**src/rtl/mem_stage_pkg.sv**
```systemverilog
// Shared types and default widths for the memory-access stage.
package mem_stage_pkg;

    localparam int ARQ_DEF    = 16;
    localparam int ADDR_W_DEF = 13;
    localparam int RD_W_DEF   = 4;

    typedef enum logic {
        IDLE = 1'b0,
        WAIT = 1'b1
    } state_e;

    // Write-back bundle at the default datapath widths.
    typedef struct packed {
        logic                  valid;
        logic [RD_W_DEF-1:0]   rd;
        logic [ARQ_DEF-1:0]    data;
    } wb_t;

    // Counter width able to hold TIMEOUT; at least one bit even when disabled.
    function automatic int cnt_width(input int timeout);
        return $clog2(timeout + 2);
    endfunction

endpackage

```
**src/rtl/mem_stage_timeout_counter.sv**
```systemverilog
// Wait-cycle counter: cleared while idle, counts while waiting, flags the last
// permitted cycle. A zero limit never expires.
module mem_timeout_counter #(
    parameter int CNT_W = 7
) (
    input  logic             clk,
    input  logic             rst,
    input  logic             clear_i,
    input  logic             en_i,
    input  logic [CNT_W-1:0] limit_i,
    output logic             expire_o
);

    logic [CNT_W-1:0] count_q;
    logic [CNT_W-1:0] count_d;

    // Next count: clear has priority over counting.
    always_comb begin
        count_d = count_q;
        if (clear_i) begin
            count_d = '0;
        end else if (en_i) begin
            count_d = count_q + CNT_W'(1);
        end
    end

    // Count register.
    always_ff @(posedge clk or negedge rst) begin
        if (!rst) begin
            count_q <= '0;
        end else begin
            count_q <= count_d;
        end
    end

    assign expire_o = en_i && (limit_i != '0) && (count_q == limit_i - CNT_W'(1));

endmodule

```
**src/rtl/mem_stage.sv**
```systemverilog
// Memory-access stage: passes ALU results through, runs one data-memory access
// at a time over req/ack, and presents a registered one-cycle write-back pulse.
module mem_stage
    import mem_stage_pkg::*;
#(
    parameter int ARQ     = ARQ_DEF,
    parameter int ADDR_W  = ADDR_W_DEF,
    parameter int RD_W    = RD_W_DEF,
    parameter int TIMEOUT = 64
) (
    input  logic              clk,
    input  logic              rst,
    input  logic              in_valid,
    output logic              in_ready,
    input  logic              flush,
    input  logic [ARQ-1:0]    alu_result,
    input  logic [ARQ-1:0]    store_data,
    input  logic [RD_W-1:0]   rd_addr,
    input  logic              mem_read,
    input  logic              mem_write,
    input  logic              reg_write,
    output logic              mem_req,
    output logic              mem_we,
    output logic [ADDR_W-1:0] mem_addr,
    output logic [ARQ-1:0]    mem_wdata,
    input  logic [ARQ-1:0]    mem_rdata,
    input  logic              mem_ack,
    output logic              wb_valid,
    output logic [RD_W-1:0]   wb_rd,
    output logic [ARQ-1:0]    wb_data,
    output logic              fault
);

    localparam int CNT_W = cnt_width(TIMEOUT);

    // Same layout as the package bundle, sized by this instance's parameters.
    typedef struct packed {
        logic            valid;
        logic [RD_W-1:0] rd;
        logic [ARQ-1:0]  data;
    } wb_bundle_t;

    state_e            state_q, state_d;
    logic              req_q, req_d;
    logic              we_q, we_d;
    logic [ADDR_W-1:0] addr_q, addr_d;
    logic [ARQ-1:0]    wdata_q, wdata_d;
    logic [RD_W-1:0]   rd_q, rd_d;
    logic              load_wb_q, load_wb_d;
    logic              fault_q, fault_d;
    wb_bundle_t        wb_q, wb_d;

    logic accept;
    logic addr_hi_nz;
    logic expire;

    assign in_ready   = (state_q == IDLE);
    assign accept     = in_valid && in_ready && !flush;
    assign addr_hi_nz = |alu_result[ARQ-1:ADDR_W];

    mem_timeout_counter #(
        .CNT_W (CNT_W)
    ) u_timeout (
        .clk      (clk),
        .rst      (rst),
        .clear_i  (state_q == IDLE),
        .en_i     (state_q == WAIT),
        .limit_i  (CNT_W'(TIMEOUT)),
        .expire_o (expire)
    );

    // Next-state: accept in IDLE, complete or abort the access in WAIT.
    always_comb begin
        state_d   = state_q;
        req_d     = req_q;
        we_d      = we_q;
        addr_d    = addr_q;
        wdata_d   = wdata_q;
        rd_d      = rd_q;
        load_wb_d = load_wb_q;
        fault_d   = fault_q;
        wb_d      = wb_q;
        wb_d.valid = 1'b0;
        case (state_q)
            IDLE: begin
                if (accept) begin
                    if (!mem_read && !mem_write) begin
                        if (reg_write) begin
                            wb_d.valid = 1'b1;
                            wb_d.rd    = rd_addr;
                            wb_d.data  = alu_result;
                        end
                    end else if ((mem_read && mem_write) || addr_hi_nz) begin
                        // Malformed access: swallow it and flag the error.
                        fault_d = 1'b1;
                    end else begin
                        state_d   = WAIT;
                        req_d     = 1'b1;
                        we_d      = mem_write;
                        addr_d    = alu_result[ADDR_W-1:0];
                        wdata_d   = store_data;
                        rd_d      = rd_addr;
                        load_wb_d = mem_read && reg_write;
                    end
                end
            end
            WAIT: begin
                if (mem_ack) begin
                    state_d = IDLE;
                    req_d   = 1'b0;
                    if (load_wb_q) begin
                        wb_d.valid = 1'b1;
                        wb_d.rd    = rd_q;
                        wb_d.data  = mem_rdata;
                    end
                end else if (expire) begin
                    state_d = IDLE;
                    req_d   = 1'b0;
                    fault_d = 1'b1;
                end
            end
            default: state_d = IDLE;
        endcase
    end

    // State and output registers; reset abandons any outstanding access.
    always_ff @(posedge clk or negedge rst) begin
        if (!rst) begin
            state_q   <= IDLE;
            req_q     <= 1'b0;
            we_q      <= 1'b0;
            addr_q    <= '0;
            wdata_q   <= '0;
            rd_q      <= '0;
            load_wb_q <= 1'b0;
            fault_q   <= 1'b0;
            wb_q      <= '0;
        end else begin
            state_q   <= state_d;
            req_q     <= req_d;
            we_q      <= we_d;
            addr_q    <= addr_d;
            wdata_q   <= wdata_d;
            rd_q      <= rd_d;
            load_wb_q <= load_wb_d;
            fault_q   <= fault_d;
            wb_q      <= wb_d;
        end
    end

    assign mem_req   = req_q;
    assign mem_we    = we_q;
    assign mem_addr  = addr_q;
    assign mem_wdata = wdata_q;
    assign wb_valid  = wb_q.valid;
    assign wb_rd     = wb_q.rd;
    assign wb_data   = wb_q.data;
    assign fault     = fault_q;

endmodule

```
**config.mk**
```make
export PLATFORM = sky130hd
export DESIGN_NAME = mem_stage
export DESIGN_NICKNAME = d
export VERILOG_FILES = /design/src/rtl/mem_stage_pkg.sv /design/src/rtl/mem_stage_timeout_counter.sv /design/src/rtl/mem_stage.sv
export SDC_FILE = /design/constraint.sdc
export NUM_CORES = 1
export LEC_CHECK = 0
export CAP_MARGIN = 25
export CORE_MARGIN = 2
export CORE_UTILIZATION = 38
export CTS_CLUSTER_SIZE = 30
export DETAILED_ROUTE_END_ITERATION = 10
export PLACE_DENSITY = 0.79
export SLEW_MARGIN = 20
export SYNTH_ARGS = -nofsm -noshare
export SYNTH_HDL_FRONTEND = slang
export SYNTH_SLANG_ARGS = --single-unit
```
**constraint.sdc**
```tcl
create_clock -name clk -period 1.6 [get_ports clk]
set_input_delay 0.32 -clock clk [delete_from_list [all_inputs] [get_ports clk]]
set_output_delay 0.32 -clock clk [all_outputs]
set_load 0.02 [all_outputs]
```
Word-level counts from Yosys, hierarchy flattened
Index checks and enable logic that the tools add are counted.
{ "word_totals": {"reg_bits": 66, "inputBits": 60, "output_inout_bits": 54, "word_cells": 68} }
{ "op_classes": {"n_addsub": 1, "n_eq_ne": 12, "muxes": 25, "n_bitwise": 3, "reduce_logical": 15} }
{ "ops": {"columns": ["operator", "count"], "rows": [
  ["21-bit 2-to-1 mux", 5],
  ["21-bit case mux with 2 select lines", 1],
  ["1-bit 2-to-1 mux", 15],
  ["2-bit by 1-bit inequality test with 1-bit output, second input constant", 6],
  ["5-bit AND reduction", 2],
  ["2-bit inequality test, second input constant", 4],
  ["4-bit AND reduction", 2],
  ["7-bit by 1-bit adder with 7-bit output, second input constant", 1],
  ["7-bit by 6-bit == test with 1-bit output, second input constant", 1],
  ["7-bit 2-to-1 mux", 1],
  ["1-bit logical AND", 6],
  ["1-bit case mux with 2 select lines", 3],
  ["1-bit logical NOT", 3],
  ["3-bit by 2-bit inequality test with 1-bit output, second input constant", 1],
  ["1-bit NOT", 3],
  ["3-bit OR reduction", 1],
  ["1-bit logical OR", 1]
]} }

Depth between registers and ports, before layout
{ "logic_depth": {"depth_word": 6, "ltp_mapped": 5, "depth_no_buf": 4} }

Modules after synthesis
Synthesis repeated with hierarchy kept, for this count alone.
{ "hier_totals": {"hier_cells": 228, "hier_area_um2": 3045.4} }
{ "by_module_without_submodules": {"columns": ["mod", "n_inst", "cells_each", "area_each_um2", "seq_area_each_um2"], "rows": [
  ["mem_stage", 1, 168, 2512.4, 1476.4],
  ["mem_timeout_counter", 1, 60, 533.0, 175.2]
]} }

Worst setup path after synthesis
Ideal clock, no wire load.
{ "synth_path": {"kind": "flip-flop to flip-flop", "startpoint": "reg state_q", "endpoint": "reg wb_q, in the netlist wb_data[10]", "setup_time_ns": 0.126, "t_arrival_ns": 1.417, "t_required_ns": 1.474, "setup_slack_ns": 0.057, "stages_incl_launch_ff": 5, "path_buffers": 1, "period_less_slack_ns": 1.543, "path_cell_list": "dfrtp_1 -> nor3b_4 -> a31oi_1 -> buf_2 -> a221o_1"} }
{ "synth_via": {"elab_chain_cells": 5, "word_cells_on_any_way": 10, "cone_classes": "5 x eq/ne; 1 x mux; 1 x bitwise; 3 x reduce/logical"} }
{ "synth_lines": {"columns": ["item", "line", "source"], "rows": [
  ["start: declaration", "mem_stage.sv:43", "state_e state_q, state_d;"],
  ["start signal: assignment", "mem_stage.sv:139", "state_q <= state_d;"],
  ["1-bit NOT (no line)", null, null],
  ["1-bit logical AND (2 in a row)", "mem_stage.sv:58", "assign accept = in_valid && in_ready && !flush;"],
  ["2-bit by 1-bit inequality test with 1-bit output (no line)", null, null],
  ["5-bit AND reduction (no line)", null, null],
  ["end signal: assignment", "mem_stage.sv:147", "wb_q <= wb_d;"],
  ["end: declaration", "mem_stage.sv:51", "wb_bundle_t wb_q, wb_d;"]
]} }
Several ways; a longest one is shown, not always the timed one.
A chain may end at the register's enable or synchronous reset.

Worst setup path in the final report
{ "layout_path": {"startpoint": "in mem_read", "endpoint": "reg rd_q[2]"} }
{ "layout_via": {"elab_chain_cells": 4, "word_cells_on_any_way": 7, "cone_classes": "2 x bitwise; 5 x reduce/logical"} }
{ "layout_lines": {"columns": ["item", "line", "source"], "rows": [
  ["start: declaration", "mem_stage.sv:19", "input logic mem_read,"],
  ["1-bit logical AND or 1-bit logical NOT (tied branches)", "mem_stage.sv:93, mem_stage.sv:87", null],
  ["1-bit logical OR or 1-bit logical AND (tied branches)", "mem_stage.sv:93, mem_stage.sv:87", null],
  ["1-bit NOT (no line)", null, null],
  ["4-bit AND reduction (no line) *", null, null],
  ["end signal: assignment", "mem_stage.sv:144", "rd_q <= rd_d;"],
  ["end: declaration", "mem_stage.sv:48", "logic [RD_W-1:0] rd_q, rd_d;"]
]} }
Mark *: on every way between the ends. The rest lies on a longest branch, timed or not.

==> metrics <==
Setup-failing EPs final 0; post-synth design cell area ~0.0027 sq mm; Die X approximately 90 um; multiplexer fraction of the synthesized cell area 0.135; largest family of logic cells by synthesized area multiplexers; placed inst area 0.00413 sq mm; DRC Markers 0; final cell count without fillers roughly 440; cell chosen for the clock root sky130_fd_sc_hd__clkbuf_8; Die ar. 0.00793 sq mm; Placed Instances 419; Initial Util 0.385; critical path's slowest cell sky130_fd_sc_hd__clkdlybuf4s50_1; Layout Cell Area excl Fill 0.00431 sq mm; headroom to the max-slew limit 0.770; startpoint type of the worst setup path input pin; GRT Residual Overflow 0; most common library cell in the layout ignoring fill and taps sky130_fd_sc_hd__dfrtp_1; Initial DRT Pass Iterations 4; setup_tns 0 ns; slowest stage delay, CP between 0.5 and 0.6 ns; count of final max-slew check failures 0; antenna viol nets, final 0; routed length per placed instance 14.9 um; Power per Cell Area 1230 mW/mm^2; cell type contributing the most total cell area after synthesis sky130_fd_sc_hd__dfrtp_1; utilization of the core after routing 0.604; GR Util All Layers 0.174; class of the tightest hold or removal check reg -> reg; library cells used by synthesis 32; Via density 4.93; total vias in the final route 2149; worst hold stages 1; share of the clock period used by the worst path after layout 0.972; number of violations reported at the end of detailed-routing iteration 0 67; insertion delay to the later sink of the worst-skew pair 0.33 ns; Setup Buffers After CTS 0; VDD IR max 0.734 mV; pin count of the biggest net entering global routing 67; Worst Setup End Kind register; vias in the first global route ~2200; critical-path maximum fanout 26; core region area 0.00714 sq mm; DIE HEIGHT between 80 and 90 um; number of port buffers 113; run status finished, final reports clean; adder-cell share of the synthesized area 0.00455; required time at the worst-slack endpoint 1.81 ns; routability congestion estimate from global placement 0.793; Arr. time, crit path around 1.8 ns; Static Leakage between 2 and 2.5 nW; min Tclk post-route 1.56 ns; Yosys top cell area share 0.601; share of layout cells above drive strength 1 0.211; Warnings, synthesis 0; final-stage net count approximately 390; Crit Path Category in -> reg; final total power about 5.3 mW; cell count after synthesis 200; pin slew with the least headroom to its limit 0.345 ns; largest cells by area after synthesis sky130_fd_sc_hd__dfrtp_1 (60%), sky130_fd_sc_hd__mux2_2 (14%), sky130_fd_sc_hd__a221o_1 (7.3%), sky130_fd_sc_hd__and2_1 (4.8%), sky130_fd_sc_hd__buf_6 (1.2%); FP Rows 31; TritonCTS Sinks 66; final wirelength 6.51 mm; Inserted Clock Buffers 9; htree depth 3; diodes inserted 0; XOR/XNOR share of the synthesized area 0.0127; HPWL reported at the end of detailed placement 4.63 mm; crit-path cells clkdlybuf4s50_1 > xor2_1 > nand3_4 > buf_12 > mux2_2; worst setup skew after layout 0.00723 ns; simple-gate share of the synthesized area 0.102; flops & latches, synth between 60 and 70; clock-pin slew on the worst setup and hold paths about 0.070 ns; first-pass GRT wire length roughly 11 mm; setup repair after global routing missed its margin no; total nets after synthesis 261; clk buf depth 2; initial antenna violation count 0; number of violations of the max-capacitance limit 0; post-synthesis to final-layout area growth 56.8%; IO Count between 100 and 150; top library cells by usage in the layout, fill and taps aside sky130_fd_sc_hd__dfrtp_1 (66), sky130_fd_sc_hd__clkdlybuf4s50_1 (58), sky130_fd_sc_hd__dlygate4sd2_1 (54); CTS tree yes; top achievable clock speed 0.643 GHz; total count of hold-check failures in the final report 0; sequential-to-total area share from yosys stat 0.601; depth of the most critical reg-to-reg path 4; compound-gate portion of the synthesized area 0.114; Mean Syn Cell Area 13.7 sq um
[metal layers]
layer	track usage	wire, um
met2	0.283	3130
met4	0.0448	53
met1	0.225	2840
met5	0	0
met3	0.0600	493
[where the power goes]
group          switching, mW  internal [mW]
sequential             0.184           2.02
combinational          0.742          0.732
clock                  0.606           1.00
total                   1.53           3.76
[state kept, by name, summed over array words and instances, names as in the netlist, 4 cells and up]
register,flops
rd_q,4
wb_data,16
mem_addr,13
wb_rd,4
u_timeout.count_q,7
mem_wdata,16
[cell usage after synthesis]
library cell                instances
sky130_fd_sc_hd__xor2_1             3
sky130_fd_sc_hd__xnor2_1            1
sky130_fd_sc_hd__a221o_1           20
sky130_fd_sc_hd__nand3b_1           1
sky130_fd_sc_hd__clkbuf_1           2
sky130_fd_sc_hd__a31oi_1            3
sky130_fd_sc_hd__a41oi_1            1
sky130_fd_sc_hd__or3_1              2
sky130_fd_sc_hd__a21oi_1            3
sky130_fd_sc_hd__o21bai_1           2
sky130_fd_sc_hd__o21ai_0            3
sky130_fd_sc_hd__o21a_1             2
sky130_fd_sc_hd__nand3_1            3
sky130_fd_sc_hd__nand2b_1           2
sky130_fd_sc_hd__nor2b_1            1
sky130_fd_sc_hd__buf_2              5
sky130_fd_sc_hd__nand4_1            1
sky130_fd_sc_hd__ha_1               1
sky130_fd_sc_hd__inv_1              5
sky130_fd_sc_hd__and3_1             2
sky130_fd_sc_hd__nor3_2             1
sky130_fd_sc_hd__o2bb2ai_1          1
sky130_fd_sc_hd__a2bb2oi_1          1
sky130_fd_sc_hd__mux2_2            33
sky130_fd_sc_hd__nand3_4            1
sky130_fd_sc_hd__nor2_1             6
sky130_fd_sc_hd__o31ai_1            1
sky130_fd_sc_hd__and2_1            21
sky130_fd_sc_hd__dfrtp_1           66
sky130_fd_sc_hd__nand2_1            2
sky130_fd_sc_hd__buf_6              3
sky130_fd_sc_hd__nor3b_4            1
[worst max-delay path, delay by kind of cell]
| family | cells | cell delay [ns] |
|---|---|---|
| XOR/XNOR | 1 | 0.31 |
| AND/OR/NAND/NOR | 1 | 0.12 |
| multiplexers | 1 | 0.28 |
| buffers and inverters | 2 | 0.72 |
[worst paths after layout]
kind / startpoint / end / slack [ns]
max in group asynchronous: rst / rd_q[1] / 0.78
max reg2reg: state_q / wb_rd[1] / 0.07
min in group asynchronous: rst / u_timeout.count_q[3] / 0.54
min: u_timeout.count_q[0] / u_timeout.count_q[0] / 0.46
min reg2reg: u_timeout.count_q[0] / u_timeout.count_q[0] / 0.46
max: mem_read / rd_q[2] / 0.04
[stage by stage]
stage / hold WS [ns] / worst slack [ns]
after floorplan: 0.0244 / 0.0569
after global placement: 0.365 / -0.246
after global routing: 0.467 / 0.0103
after detailed placement: 0.363 / -0.280
final: 0.455 / 0.0441
after CTS: 0.458 / 0.0666
[cell type report]
type | count | area, sq um
Clock buffer | 12 | 165
Fill cell | 633 | 2830
Clock inverter | 4 | 72.6
Inverter | 5 | 18.8
Timing Repair Buffer | 131 | 1260
Sequential cell | 66 | 1650
Tap cell | 99 | 124
Multi-Input combinational cell | 119 | 1020
[cells by family (layout without fill, tap and decap cells)]
kind of cell,Yosys count,count (layout)
AOI/OAI and AO/OA,37,37
xor gates and xnor gates,4,4
adders and majority gates,1,1
buffers and inverters,15,152
DFF,66,66
muxes,33,33
and+or+nand+nor,44,44
[timing repair]
item / 4_1_cts / 5_1_grt
hold buffers: 1 / 0
hold endpoints to repair: 20 / 0
setup endpoints to repair: 54 / 0
resized for setup: 54 / 0
Power figures use the tool's default switching activity.
